<file path="src/rtl/layered_video_mux_if.sv">
// Pixel-side bundle for the layered video mux: layer requests/colours, mask writes and mux results.
interface layered_video_mux_if #(
  parameter int NUM_LAYERS = 16,
  parameter int RGB_W      = 8
);
  localparam int IDX_W = $clog2(NUM_LAYERS);

  logic [NUM_LAYERS-1:0]       layerDR;
  logic [NUM_LAYERS*RGB_W-1:0] layerRGB;
  logic [RGB_W-1:0]            backGroundRGB;
  logic                        startOfFrame;
  logic                        maskWrEn;
  logic [NUM_LAYERS-1:0]       maskData;
  logic [RGB_W-1:0]            RGBOut;
  logic                        winnerValid;
  logic [IDX_W-1:0]            winnerIdx;
  logic [NUM_LAYERS-1:0]       overlapMask;
  logic [15:0]                 frameCount;

  modport master (
    output layerDR, layerRGB, backGroundRGB, startOfFrame, maskWrEn, maskData,
    input  RGBOut, winnerValid, winnerIdx, overlapMask, frameCount
  );

  modport slave (
    input  layerDR, layerRGB, backGroundRGB, startOfFrame, maskWrEn, maskData,
    output RGBOut, winnerValid, winnerIdx, overlapMask, frameCount
  );
endinterface

</file>
<file path="src/rtl/layered_video_mux.sv">
// N-layer priority video mux (layer 0 highest), 2-stage pipeline, frame-synchronous enable mask,
// winner index and per-frame overlap flags.
module layered_video_mux #(
  parameter int NUM_LAYERS = 16,
  parameter int RGB_W      = 8
) (
  input logic               clk,
  input logic               reset,
  layered_video_mux_if.slave vid
);
  localparam int IDX_W = $clog2(NUM_LAYERS);
  localparam logic [NUM_LAYERS-1:0] ONE = NUM_LAYERS'(1);

  logic [NUM_LAYERS-1:0]       activeMask, shadowMask, acc, effDR;
  logic                        shadowPending, ovl;
  logic [NUM_LAYERS-1:0]       s1DR;
  logic [NUM_LAYERS*RGB_W-1:0] s1RGB;
  logic [RGB_W-1:0]            s1BG, winRGB;
  logic [IDX_W-1:0]            winIdx;

  assign effDR = vid.layerDR & activeMask;
  // Two or more bits set <=> clearing the lowest set bit leaves something behind.
  assign ovl   = |(effDR & (effDR - ONE));

  // Mask only moves on a frame boundary; a write coincident with sof takes effect at once.
  always_ff @(posedge clk or posedge reset) begin
    if (reset) begin
      activeMask    <= '1;
      shadowMask    <= '1;
      shadowPending <= 1'b0;
    end else if (vid.maskWrEn && vid.startOfFrame) begin
      activeMask    <= vid.maskData;
      shadowMask    <= vid.maskData;
      shadowPending <= 1'b0;
    end else if (vid.maskWrEn) begin
      shadowMask    <= vid.maskData;
      shadowPending <= 1'b1;
    end else if (vid.startOfFrame && shadowPending) begin
      activeMask    <= shadowMask;
      shadowPending <= 1'b0;
    end
  end

  // Overlap accumulator; the sof pixel opens the new frame's accumulation.
  always_ff @(posedge clk or posedge reset) begin
    if (reset) begin
      acc             <= '0;
      vid.overlapMask <= '0;
      vid.frameCount  <= '0;
    end else if (vid.startOfFrame) begin
      vid.overlapMask <= acc;
      acc             <= ovl ? effDR : '0;
      vid.frameCount  <= vid.frameCount + 16'd1;
    end else if (ovl) begin
      acc <= acc | effDR;
    end
  end

  always_ff @(posedge clk or posedge reset) begin
    if (reset) begin
      s1DR  <= '0;
      s1RGB <= '0;
      s1BG  <= '0;
    end else begin
      s1DR  <= effDR;
      s1RGB <= vid.layerRGB;
      s1BG  <= vid.backGroundRGB;
    end
  end

  // Descending scan so the lowest set index is the last (winning) assignment.
  always_comb begin
    winIdx = '0;
    winRGB = s1BG;
    for (int i = NUM_LAYERS - 1; i >= 0; i--) begin
      if (s1DR[i]) begin
        winIdx = IDX_W'(i);
        winRGB = s1RGB[i*RGB_W +: RGB_W];
      end
    end
  end

  always_ff @(posedge clk or posedge reset) begin
    if (reset) begin
      vid.RGBOut      <= '0;
      vid.winnerValid <= 1'b0;
      vid.winnerIdx   <= '0;
    end else begin
      vid.RGBOut      <= winRGB;
      vid.winnerValid <= |s1DR;
      vid.winnerIdx   <= winIdx;
    end
  end
endmodule
</file>
<file path="src/flat_wrapper.sv">
// flat-port wrapper written by rule: the top's interface ports become plain ports
module layered_video_mux_flat 
#(
  parameter int NUM_LAYERS = 16,
  parameter int RGB_W      = 8
)
  (clk, reset, vid_layerDR, vid_layerRGB, vid_backGroundRGB, vid_startOfFrame, vid_maskWrEn, vid_maskData, vid_RGBOut, vid_winnerValid, vid_winnerIdx, vid_overlapMask, vid_frameCount);
  layered_video_mux_if #(.NUM_LAYERS(NUM_LAYERS), .RGB_W(RGB_W)) vid_i ();
  input logic clk;
  input logic reset;
  input wire logic [$bits(vid_i.layerDR)-1:0] vid_layerDR;
  input wire logic [$bits(vid_i.layerRGB)-1:0] vid_layerRGB;
  input wire logic [$bits(vid_i.backGroundRGB)-1:0] vid_backGroundRGB;
  input wire logic [$bits(vid_i.startOfFrame)-1:0] vid_startOfFrame;
  input wire logic [$bits(vid_i.maskWrEn)-1:0] vid_maskWrEn;
  input wire logic [$bits(vid_i.maskData)-1:0] vid_maskData;
  output wire logic [$bits(vid_i.RGBOut)-1:0] vid_RGBOut;
  output wire logic [$bits(vid_i.winnerValid)-1:0] vid_winnerValid;
  output wire logic [$bits(vid_i.winnerIdx)-1:0] vid_winnerIdx;
  output wire logic [$bits(vid_i.overlapMask)-1:0] vid_overlapMask;
  output wire logic [$bits(vid_i.frameCount)-1:0] vid_frameCount;
  assign vid_i.layerDR = vid_layerDR;
  assign vid_i.layerRGB = vid_layerRGB;
  assign vid_i.backGroundRGB = vid_backGroundRGB;
  assign vid_i.startOfFrame = vid_startOfFrame;
  assign vid_i.maskWrEn = vid_maskWrEn;
  assign vid_i.maskData = vid_maskData;
  assign vid_RGBOut = vid_i.RGBOut;
  assign vid_winnerValid = vid_i.winnerValid;
  assign vid_winnerIdx = vid_i.winnerIdx;
  assign vid_overlapMask = vid_i.overlapMask;
  assign vid_frameCount = vid_i.frameCount;
  layered_video_mux #(.NUM_LAYERS(NUM_LAYERS), .RGB_W(RGB_W)) u_core (.clk(clk), .reset(reset), .vid(vid_i));
endmodule
</file>
<file path="config.mk">
export PLATFORM = sky130hd
export DESIGN_NAME = layered_video_mux_flat
export DESIGN_NICKNAME = d
export VERILOG_FILES = /design/src/rtl/layered_video_mux_if.sv /design/src/rtl/layered_video_mux.sv /design/src/flat_wrapper.sv
export SDC_FILE = /design/constraint.sdc
export NUM_CORES = 1
export LEC_CHECK = 0
export ABC_CLOCK_PERIOD_IN_PS = 8850
export CORE_ASPECT_RATIO = 1.25
export CORE_MARGIN = 2
export CORE_UTILIZATION = 49
export DETAILED_ROUTE_END_ITERATION = 8
export PLACE_DENSITY_LB_ADDON = 0.15
export REMOVE_ABC_BUFFERS = 1
export SYNTH_ARGS = -nofsm -noshare
export SYNTH_HDL_FRONTEND = slang
export SYNTH_SLANG_ARGS = --single-unit
</file>
<file path="constraint.sdc">
create_clock -name clk -period 8.85 [get_ports clk]
set_input_delay 1.3275 -clock clk [delete_from_list [all_inputs] [get_ports clk]]
set_output_delay 1.3275 -clock clk [all_outputs]
set_load 0.03 [all_outputs]
</file>
==> metrics.md <==
| Metric | Value |
|---|---|
| Most frequent cells in the layout | clkdlybuf4s50_1, dfrtp_1, mux2_2 |
| Total global-route track usage | 0.2361 |
| Netlist cell types | 50 |
| Post-CTS Setup Bufs | 0 |
| Top Layer Used | met4 |
| Initial DRC Count | 415 |
| Vias | 6261 |
| Hold depth | 2 |
| Die Wd | 125.7 um |
| CP Class | in -> reg |
| Number of I/O pins | roughly 220 |
| Storage element area | 6196 um^2 |
| Wire per inst | slightly above 20 um |
| Placed Cells | roughly 1.1k |
| Peak Freq | roughly 280 MHz |
| Clock skew after layout | approximately 0.014 ns |
| Gate Count Post-Synth | 672 |
| Congestion Overflow GR | 0 |
| Overall routed net length | about 23000 um |
| Die area | 19630 um^2 |
| Sequential share of power | 0.421 |
| Worst setup SP type | input pin |
| Final worst setup slack | around 5.2 ns |
| DRT Pass-1 Iters | 5 |
| Dpl hpwl | ~16000 um |
| Number of antenna violations at the first check in global routing | 2 |
| CP Launch Point | vid_layerDR[2] |
| Post-synth top area share | 0.5900 |
| Area Growth Syn to Fin | 36.64% |
| Layout cells sized above 1 | 0.1680 |
| Largest net degree at the start of global routing | 159 |
| Yosys reg bits | 246 |
| Sw frac | 0.2724 |
| Clock transition at path regs | roughly 0.06 ns |
| Clk sinks | around 250 |
| Crit path max fanout | 13 |
| Clk buf depth | 3 |
| Met2 wire length | approximately 12000 um |
| Number of global-route vias before repair | 6795 |
| Setup violations, final | 0 |
| Post-Layout Cell Count | 1134 |
| Critical path data required time | 9.18 ns |
| Met3 wire length | 1589 um |
| Power Dens Cells | 263.0 nW/um^2 |
| Setup TNS | 0 ns |
| Max-slew violation count | 0 |
| Clock Tree Root | clkbuf_16 |
| Post-CTS sizing | 0 |
| Post-route minimum period | about 3.6 ns |
| Worst r2r src | u_core.activeMask[2] |
| Final hold viol count | 0 |
| Worst slack at placement | 4.710 ns |
| Initial Util | 0.5015 |
| # fillers | between 1k and 1.5k |
| Cell type with the largest total area after synthesis | dfrtp_1 |
| DRC violations left | 0 |
| Worst R2R Path Depth | 5 |
| Max cap viols | 0 |
| Nets | about 1.1k |
| CTS tree | yes |
| Worst Path Arrival | about 4.0 ns |
| Most common cell after layout, fill and taps aside | clkdlybuf4s50_1 |
| CTS Buf Count | 25 |
| CP Capture Type | register |
| Multi-input gate area | between 2000 and 3000 um^2 |
| Rel. slew slack | 0.2786 |
| Top_reg_cell synth | dfrtp_1 |
| EDFF count, synth | 0 |
| Sequential share of the synthesized area | 0.6827 |
| Skew-Pair Late Insertion Delay | about 0.52 ns |
| Port bufs | 216 |
| RD Place Congestion | 0.8495 |
| Drt via density | roughly 5.5 |
| Slew @ Worst Pin | roughly 1.1 ns |
| VDD IR max | around 0.18 mV |
| Yosys warns | 0 |
| Avg Cell Area, Syn | roughly 14 um^2 |
| Htree depth | 1 |
| Hold Startpoint | u_core.s1RGB[0] |
| RSZ-0062 raised after global routing | false |
| Hold buffer count at cts | 0 |
| Worst hold path type | reg -> reg |
| Outcome | complete, no violations |
| DRT antenna net count | 0 |
| First-pass GRT wire length | 36220 um |
| Clock Power Share | 0.374 |
| Final core utilization | 0.6852 |
| Core area | roughly 18000 um^2 |
| Final cycle utilization of the critical path | 0.4106 |
| Asr flop ratio synth | 1.000 |
| Net Switching | a little under 0.9 mW |
| Row count | 55 |
| Wl on met1 | 8573 um |
| P_leak | 5.169 nW |
| Int Pwr | around 2.4 mW |
| Combinational share of power | 0.205 |
| Synth Cell Area | 9076 um^2 |
| Synth area leaders | dfrtp_1, dfstp_2, mux2_2 |
| Die H | approximately 160 um |
critical path, stage by stage:
cell and delay [ns]:
clkdlybuf4s50_1 0.42, a222oi_1 0.70, and3_1 0.32, a41oi_1 0.15
o22ai_1 0.83, a31oi_1 0.21
layer usage:
| layer | GRT usage | up-vias |
|---|---|---|
| met5 | 0 | - |
| met4 | 0.06384 | 0 |
| met3 | 0.04527 | 44 |
| met2 | 0.4360 | 210 |
| met1 | 0.2830 | 3158 |
| li1 | - | 2849 |
synthesized netlist by cell type (11+ instances only):
master and n:
clkbuf_1 23, a21oi_1 22, nand2_1 22, and2_1 11, dfstp_2 32, mux2_2 56, dfrtp_1 214, o21ai_0 31
a31oi_1 18, nor2_1 42, nor2b_1 25, xnor2_1 11, a221oi_1 23, nor3_1 11, inv_1 18
metrics by stage:
step,power [mW],hold slack [ns],area [um^2]
floorplan,1.748,0.4372,8949
global placement,2.040,0.4506,11430
detailed placement,2.062,0.4567,11430
CTS,3.286,0.4702,12400
global route,3.402,0.4807,12400
finish,3.262,0.4671,12400
registers in the layout, indices dropped and copies added (netlist names):
| register | flops |
|---|---|
| u_core.s1BG | 8 |
| u_core.s1DR | 16 |
| u_core.s1RGB | 128 |
| u_core.shadowPending | 1 |
| u_core.activeMask | 16 |
| u_core.shadowMask | 16 |
| u_core.vid.winnerIdx | 4 |
| u_core.vid.overlapMask | 16 |
| u_core.vid.winnerValid | 1 |
| u_core.acc | 16 |
| u_core.vid.frameCount | 16 |
| u_core.vid.RGBOut | 8 |
cell type report:
cell class | count | area share
flip-flops and latches | 246 | 0.4996
multi-input cells | 378 | 0.2165
repair buffers | 219 | 0.1762
clock buffers | 31 | 0.05630
well taps | 228 | 0.02300
clock inverters | 13 | 0.02220
inverters | 18 | 0.006053
diodes | 1 | 0.0002018
power groups by stage:
stage | combinational [mW] | clock (mW) | sequential [mW]
floorplan | 0.281 | 0 | 1.47
global placement | 0.652 | 0 | 1.39
detailed placement | 0.668 | 0 | 1.39
CTS | 0.673 | 1.24 | 1.37
global route | 0.722 | 1.29 | 1.39
finish | 0.668 | 1.22 | 1.37
cell families after synthesis:
kind of cell	synth area share
compound gates	0.1220
xor+xnor	0.01447
fa+ha+maj	0.002481
buf+inv	0.02150
flops	0.6827
mux	0.07610
simple gates	0.08078
final timing paths:
kind,endpoint,slack [ns]
max,u_core.acc[3],5.22
min,u_core.vid.RGBOut[0],0.47
max reg2reg,u_core.acc[3],6.10
min reg2reg,u_core.vid.RGBOut[0],0.47
max in group asynchronous,u_core.s1DR[15],5.68
min in group asynchronous,u_core.s1RGB[115],1.46
Power figures use the tool's default switching activity.
